==> src/rtl/mips_ctrl_pkg.sv <==
// Shared encodings for the multi-cycle MIPS main control FSM: opcodes,
// state codes, datapath select codes and the packed control word.
// Optional feature macro: MULTI_CYCLE_ADDI_EN (adds the addi states).
package mips_ctrl_pkg;

  localparam int STATE_BITS = 4;

  localparam logic [5:0] OP_RTYPE = 6'b000000;
  localparam logic [5:0] OP_LW    = 6'b100011;
  localparam logic [5:0] OP_SW    = 6'b101011;
  localparam logic [5:0] OP_BEQ   = 6'b000100;
  localparam logic [5:0] OP_J     = 6'b000010;
  localparam logic [5:0] OP_ADDI  = 6'b001000;

  typedef enum logic [STATE_BITS-1:0] {
    FETCH     = 4'd0,
    DECODE    = 4'd1,
    MEM_ADDR  = 4'd2,
    MEM_READ  = 4'd3,
    MEM_WB    = 4'd4,
    MEM_WRITE = 4'd5,
    EXECUTE   = 4'd6,
    R_WB      = 4'd7,
    BRANCH    = 4'd8,
    JUMP      = 4'd9,
    ADDI_EXEC = 4'd10,
    ADDI_WB   = 4'd11
  } stateT;

  typedef enum logic [1:0] {
    ALU_ADD   = 2'b00,
    ALU_SUB   = 2'b01,
    ALU_FUNCT = 2'b10
  } aluOpT;

  typedef enum logic [1:0] {
    SRCB_REG      = 2'b00,
    SRCB_FOUR     = 2'b01,
    SRCB_IMM      = 2'b10,
    SRCB_IMM_SHL2 = 2'b11
  } aluSrcBT;

  typedef enum logic [1:0] {
    PC_ALU    = 2'b00,
    PC_ALUOUT = 2'b01,
    PC_JUMP   = 2'b10
  } pcSourceT;

  typedef struct packed {
    logic     pcWrite;
    logic     pcWriteCond;
    pcSourceT pcSource;
    logic     iorD;
    logic     memRead;
    logic     memWrite;
    logic     irWrite;
    logic     memToReg;
    logic     regDst;
    logic     regWrite;
    logic     aluSrcA;
    aluSrcBT  aluSrcB;
    aluOpT    aluOp;
  } ctrlWordT;

  localparam ctrlWordT CTRL_IDLE = '0;

endpackage

==> src/rtl/control_word_decode.sv <==
// Moore output decode: maps the FSM state to the full datapath control word.
// Optional feature macro: MULTI_CYCLE_ADDI_EN (decodes ADDI_EXEC/ADDI_WB).
module control_word_decode
  import mips_ctrl_pkg::*;
(
  input  stateT    state,
  output ctrlWordT ctrl
);

  // Per-state control word; anything not named for a state stays 0.
  always_comb begin
    // NOTE: assigning the whole word first guarantees every field is driven on
    // every path, so no latch is inferred for fields a state does not touch.
    ctrl = CTRL_IDLE;
    case (state)
      FETCH: begin
        ctrl.memRead  = 1'b1;
        ctrl.irWrite  = 1'b1;
        ctrl.pcWrite  = 1'b1;
        ctrl.aluSrcB  = SRCB_FOUR;
        ctrl.aluOp    = ALU_ADD;
        ctrl.pcSource = PC_ALU;
      end
      DECODE: begin
        ctrl.aluSrcB = SRCB_IMM_SHL2;
        ctrl.aluOp   = ALU_ADD;
      end
      MEM_ADDR: begin
        ctrl.aluSrcA = 1'b1;
        ctrl.aluSrcB = SRCB_IMM;
        ctrl.aluOp   = ALU_ADD;
      end
      MEM_READ: begin
        ctrl.memRead = 1'b1;
        ctrl.iorD    = 1'b1;
      end
      MEM_WB: begin
        ctrl.regWrite = 1'b1;
        ctrl.memToReg = 1'b1;
        ctrl.regDst   = 1'b0;
      end
      MEM_WRITE: begin
        ctrl.memWrite = 1'b1;
        ctrl.iorD     = 1'b1;
      end
      EXECUTE: begin
        ctrl.aluSrcA = 1'b1;
        ctrl.aluSrcB = SRCB_REG;
        ctrl.aluOp   = ALU_FUNCT;
      end
      R_WB: begin
        ctrl.regWrite = 1'b1;
        ctrl.regDst   = 1'b1;
        ctrl.memToReg = 1'b0;
      end
      BRANCH: begin
        ctrl.aluSrcA     = 1'b1;
        ctrl.aluSrcB     = SRCB_REG;
        ctrl.aluOp       = ALU_SUB;
        ctrl.pcWriteCond = 1'b1;
        ctrl.pcSource    = PC_ALUOUT;
      end
      JUMP: begin
        ctrl.pcWrite  = 1'b1;
        ctrl.pcSource = PC_JUMP;
      end
`ifdef MULTI_CYCLE_ADDI_EN
      ADDI_EXEC: begin
        ctrl.aluSrcA = 1'b1;
        ctrl.aluSrcB = SRCB_IMM;
        ctrl.aluOp   = ALU_ADD;
      end
      ADDI_WB: begin
        ctrl.regWrite = 1'b1;
        ctrl.regDst   = 1'b0;
        ctrl.memToReg = 1'b0;
      end
`endif
      default: ;
    endcase
  end

endmodule

==> src/rtl/multi_cycle_control.sv <==
// Main control FSM of the multi-cycle MIPS datapath: state register, captured
// opcode for the lw/sw split, reset gating of outputs and retired counter.
// Optional feature macro: MULTI_CYCLE_ADDI_EN (addi via ADDI_EXEC/ADDI_WB).
module multi_cycle_control
  import mips_ctrl_pkg::*;
#(
  parameter int STATE_W  = 4,
  parameter int RETIRE_W = 32
) (
  input  logic                clk,
  input  logic                reset,
  input  logic [5:0]          opcode,
  input  logic                memReady,
  output logic                pcWrite,
  output logic                pcWriteCond,
  output logic [1:0]          pcSource,
  output logic                iorD,
  output logic                memRead,
  output logic                memWrite,
  output logic                irWrite,
  output logic                memToReg,
  output logic                regDst,
  output logic                regWrite,
  output logic                aluSrcA,
  output logic [1:0]          aluSrcB,
  output logic [1:0]          aluOp,
  output logic                illegalOp,
  output logic [STATE_W-1:0]  state,
  output logic [RETIRE_W-1:0] retiredCount
);

  stateT         stateReg;
  stateT         nextState;
  logic [5:0]    heldOp;
  logic          illegalDecode;
  logic          retire;
  logic [RETIRE_W-1:0] retireCnt;
  ctrlWordT      ctrlRaw;
  ctrlWordT      ctrl;

  // State register and retired-instruction counter, synchronous reset.
  always_ff @(posedge clk) begin
    // NOTE: non-blocking assignments make every flop sample pre-edge values,
    // so the order of statements here cannot change behaviour.
    if (reset) begin
      stateReg  <= FETCH;
      retireCnt <= '0;
    end else begin
      stateReg <= nextState;
      if (retire) retireCnt <= retireCnt + RETIRE_W'(1);
    end
  end

  // Opcode captured in DECODE so MEM_ADDR can choose read or write.
  always_ff @(posedge clk) begin
    // NOTE: no reset on purpose; heldOp is only read in MEM_ADDR, which is
    // always preceded by a DECODE that loads it.
    if (stateReg == DECODE) heldOp <= opcode;
  end

  // Next-state selection, illegal-opcode detection and retire strobe.
  always_comb begin
    nextState     = FETCH;
    illegalDecode = 1'b0;
    retire        = 1'b0;
    case (stateReg)
      FETCH:  nextState = DECODE;
      DECODE: begin
        case (opcode)
          OP_LW, OP_SW: nextState = MEM_ADDR;
          OP_RTYPE:     nextState = EXECUTE;
          OP_BEQ:       nextState = BRANCH;
          OP_J:         nextState = JUMP;
`ifdef MULTI_CYCLE_ADDI_EN
          OP_ADDI:      nextState = ADDI_EXEC;
`endif
          default: begin
            nextState     = FETCH;
            illegalDecode = 1'b1;
          end
        endcase
      end
      MEM_ADDR:  nextState = (heldOp == OP_SW) ? MEM_WRITE : MEM_READ;
      MEM_READ:  nextState = memReady ? MEM_WB : MEM_READ;
      MEM_WB:    retire = 1'b1;
      MEM_WRITE: begin
        if (memReady) retire = 1'b1;
        else          nextState = MEM_WRITE;
      end
      EXECUTE:   nextState = R_WB;
      R_WB:      retire = 1'b1;
      BRANCH:    retire = 1'b1;
      JUMP:      retire = 1'b1;
`ifdef MULTI_CYCLE_ADDI_EN
      ADDI_EXEC: nextState = ADDI_WB;
      ADDI_WB:   retire = 1'b1;
`endif
      default:   nextState = FETCH;
    endcase
  end

  control_word_decode uDecode (
    .state (stateReg),
    .ctrl  (ctrlRaw)
  );

  // Reset forces every strobe low in the reset cycle itself, aborting any
  // in-flight write before the state register has returned to FETCH.
  assign ctrl = reset ? CTRL_IDLE : ctrlRaw;

  assign pcWrite      = ctrl.pcWrite;
  assign pcWriteCond  = ctrl.pcWriteCond;
  assign pcSource     = ctrl.pcSource;
  assign iorD         = ctrl.iorD;
  assign memRead      = ctrl.memRead;
  assign memWrite     = ctrl.memWrite;
  assign irWrite      = ctrl.irWrite;
  assign memToReg     = ctrl.memToReg;
  assign regDst       = ctrl.regDst;
  assign regWrite     = ctrl.regWrite;
  assign aluSrcA      = ctrl.aluSrcA;
  assign aluSrcB      = ctrl.aluSrcB;
  assign aluOp        = ctrl.aluOp;
  assign illegalOp    = illegalDecode & ~reset;
  assign state        = STATE_W'(stateReg);
  assign retiredCount = retireCnt;

endmodule

==> config.mk <==
export PLATFORM = sky130hd
export DESIGN_NAME = multi_cycle_control
export DESIGN_NICKNAME = d
export VERILOG_FILES = /design/src/rtl/mips_ctrl_pkg.sv /design/src/rtl/control_word_decode.sv /design/src/rtl/multi_cycle_control.sv
export SDC_FILE = /design/constraint.sdc
export NUM_CORES = 1
export LEC_CHECK = 0
export ABC_AREA = 1
export BUFFER_PORTS_ARGS = -buffer_cell sky130_fd_sc_hd__buf_4
export CAP_MARGIN = 20
export CORE_MARGIN = 3
export CORE_UTILIZATION = 25
export CTS_BUF_LIST = sky130_fd_sc_hd__clkbuf_16
export DETAILED_ROUTE_END_ITERATION = 10
export PLACE_DENSITY = 0.52
export REMOVE_ABC_BUFFERS = 1
export SLEW_MARGIN = 15
export SYNTH_ARGS = -nofsm -noshare
export SYNTH_HDL_FRONTEND = slang
export SYNTH_HIERARCHICAL = 1
export SYNTH_SLANG_ARGS = --single-unit
export TNS_END_PERCENT = 10
==> constraint.sdc <==
create_clock -name clk -period 3.85 [get_ports clk]
set_clock_uncertainty 0.2 [all_clocks]
set_input_delay 0.385 -clock clk [delete_from_list [all_inputs] [get_ports clk]]
set_output_delay 0.385 -clock clk [all_outputs]
set_load 0.02 [all_outputs]
==> flow_summary.yaml <==
clock_tree:
  postCtsSetupRepairBufs: 0
  cts_buffers: 5
  cts_buffer_depth: 2
  htree_levels: 2
  cts_hold_buf: 0
  cts_tree: "built"
  cts.clk_slew.worst_paths_ns: 0.06
  post_cts_resized: 0
  cts-root-buf: "clkbuf_16"
  worstSkewPairLatency_ns: 0.29
  cts.sinks: 42
cells_and_area:
  n_antenna_cell: 0
  layout-drive-gt1-share_pct: 17.11
  final_cells: 618
  finalNetCount: 494
  fill_cells: 1144
  area_growth_pct: 27.22
floorplan:
  start_util_pct: 26.20
  die_w_um: 108.4
  core_sq_mm: 0.01000
  die_h_um: 108.4
  die_area_sq_mm: 0.01174
  num_rows: 36
  num_io_pins: 62
placed_design:
  portBuffers: 61
  dpl.hpwl_mm: 5.227
  place_inst: 610
  gp_congestion: 0.8741
setup_path:
  slowest_stage: "nand2_1"
  cp_max_fo: 32
  cp_top_family: "simple AND/OR/NAND/NOR gates"
  slowest_delay_ns: 0.57
  required_ns: 3.82
  crit_chain: "inv_1 > nor2_1 > nand2_1 > nand2_1 > nand2_1 > buf_4 > nand3_1 > nand2_1 > nand2_1 > nor2_1"
  r2r_slack_ns: 1.38
  worst-path-buf-inv: 2
  start_kind: "register"
  path_class: "register to register"
  crit_top_cell: "nand2_1"
  crit_path_end_kind: "register"
  critical_path_arrival_ns: 2.44
synthesis:
  synth_edf_count: 6
  synthArstFlopShare_pct: 0
  synth_area_leaders: "dfxtp_1, nand2_1, nor2_1"
  synth_compound_area_share_pct: 7.498
  synth-seq-cells: 42
  synth.area.mux_share_pct: 0
  synth_top_family_by_area: "simple AND/OR/NAND/NOR gates"
  synth_top_area_cell: "dfxtp_1"
  synthAdderAreaFrac_pct: 0.4776
  synth_xor_area_share_pct: 0.6686
  ys.flop_type: "dfxtp_1"
  yosysMostFrequentCell: "nand2_1"
  synth_top_area_share_pct: 27.51
  yosysWarnings: 6
  synth_simple_gate_area_share_pct: 42.45
  synthTopCellsByCount: "nand2_1, nor2_1, inv_1, dfxtp_1, nand3_1"
  ys_seq_area_share_pct: 34.38
  syn_inst: 425
  syn_area_sq_mm: 0.002620
  ys_types: 29
  synth.avg_cell_area_sq_um: 6.165
drt:
  drc: 0
  ant_nets: 0
  dr.pass1.iters: 5
  routed_wl_mm: 6.787
  drtIter0Drc: 94
  routed_via_density: 4.337
  vias: 2680
  avgRoutedWirePerCell_um: 10.98
sta:
  tightest_slew_ns: 0.9891
  setup_tns_ns: 0
  min_period_ns: 2.474
  slew_viol_final: 0
  rsz0062_at_grt: "false"
  period_share_pct: 64.27
  slew_headroom_pct: 33.90
  fmax_mhz: 404.2
  setup_violations: 0
  final_hold_viol_count: 0
global_routing:
  grt-busiest-layer: "met2"
  grt_pass1_wl_mm: 11.50
  grt_max_degree: 35
  grt_use_met2_pct: 17.90
  track_usage_pct: 12.11
  grt_util_met3_pct: 2.925
  grt_use_met1_pct: 17.58
  overflow: 0
  grt_antenna_before_repair: 0
  grt_pass1_vias: 2436
outcome:
  status: "complete, no violations"
pwr:
  total_power_mw: 0.9504
  vdd_ir_drop_max_v: 0.0001609
  p_per_area_mw_per_mm2: 285.1
  power_leakage_nw: 1.490
hold_path:
  hold_path_class: "input pin to register"
flow_run:
  max_cap_viol_count: 0
logic make-up after synthesis:
| logic type | count (synthesis) |
|---|---|
| AOI/OAI and AO/OA | 38 |
| xor gates and xnor gates | 2 |
| adders and majority gates | 1 |
| buffers and inverters | 92 |
| and+or+nand+nor | 250 |
| DFF | 42 |
state kept, by name (all words and copies together), names as in the netlist:
name	flops
retiredCount	32
state	4
heldOp	6
per-layer routing:
metal | routed length, um | part of all wire, %
met1 | 3555 | 52
met2 | 2863 | 42
met4 | 60 | 0.88
met3 | 307 | 4.5
met5 | 0 | 0
area by class of cell:
cell class | instances | area (sq um) | share of cell area [%]
clock buffer | 5 | 125.1 | 3.754
clock inverter | 3 | 25.02 | 0.7508
inverter | 81 | 304.0 | 9.122
multi-input combinational | 291 | 1339 | 40.17
sequential | 42 | 900.9 | 27.03
tap | 133 | 166.4 | 4.992
timing repair buffer | 63 | 473.0 | 14.19
metrics by stage:
step | hold slack (ns) | setup WS (ns) | util [%] | instance area (sq um)
after floorplan | 0.2541 | 1.518 | - | 2544
final | 0.08705 | 1.376 | 33.33 | 3333
after CTS | 0.07955 | 1.372 | 33.33 | 3333
after global routing | 0.07843 | 1.102 | 33.33 | 3333
after detailed placement | 0.3009 | 1.390 | 31.83 | 3183
after global placement | 0.2883 | 1.458 | 31.83 | 3183
final timing paths:
kind | from | endpoint | depth (start not counted)
worst max-delay path | state[0] | retiredCount[21] | 10
worst min-delay path | opcode[4] | heldOp[4] | 1
worst max register to register | state[0] | retiredCount[21] | 10
worst min register to register | retiredCount[31] | retiredCount[31] | 2
placed cells by master, fill, tap and decap left out, drive strengths merged, types with 2 or more instances in the layout:
| master | n |
|---|---|
| dfxtp | 36 |
| nand3 | 32 |
| clkbuf | 5 |
| edfxtp | 6 |
| clkinv | 2 |
| nand4 | 16 |
| a21oi | 18 |
| nor2 | 89 |
| a31oi | 3 |
| nand3b | 5 |
| buf | 63 |
| inv | 81 |
| nand2 | 96 |
| nor3 | 9 |
| o21ai | 16 |
report_power, final:
group	internal, mW	switching (mW)
clock network	0.244	0.186
logic	0.0234	0.0426
registers	0.451	0.00395
total	0.718	0.233
(Power assumes the default switching activity.)
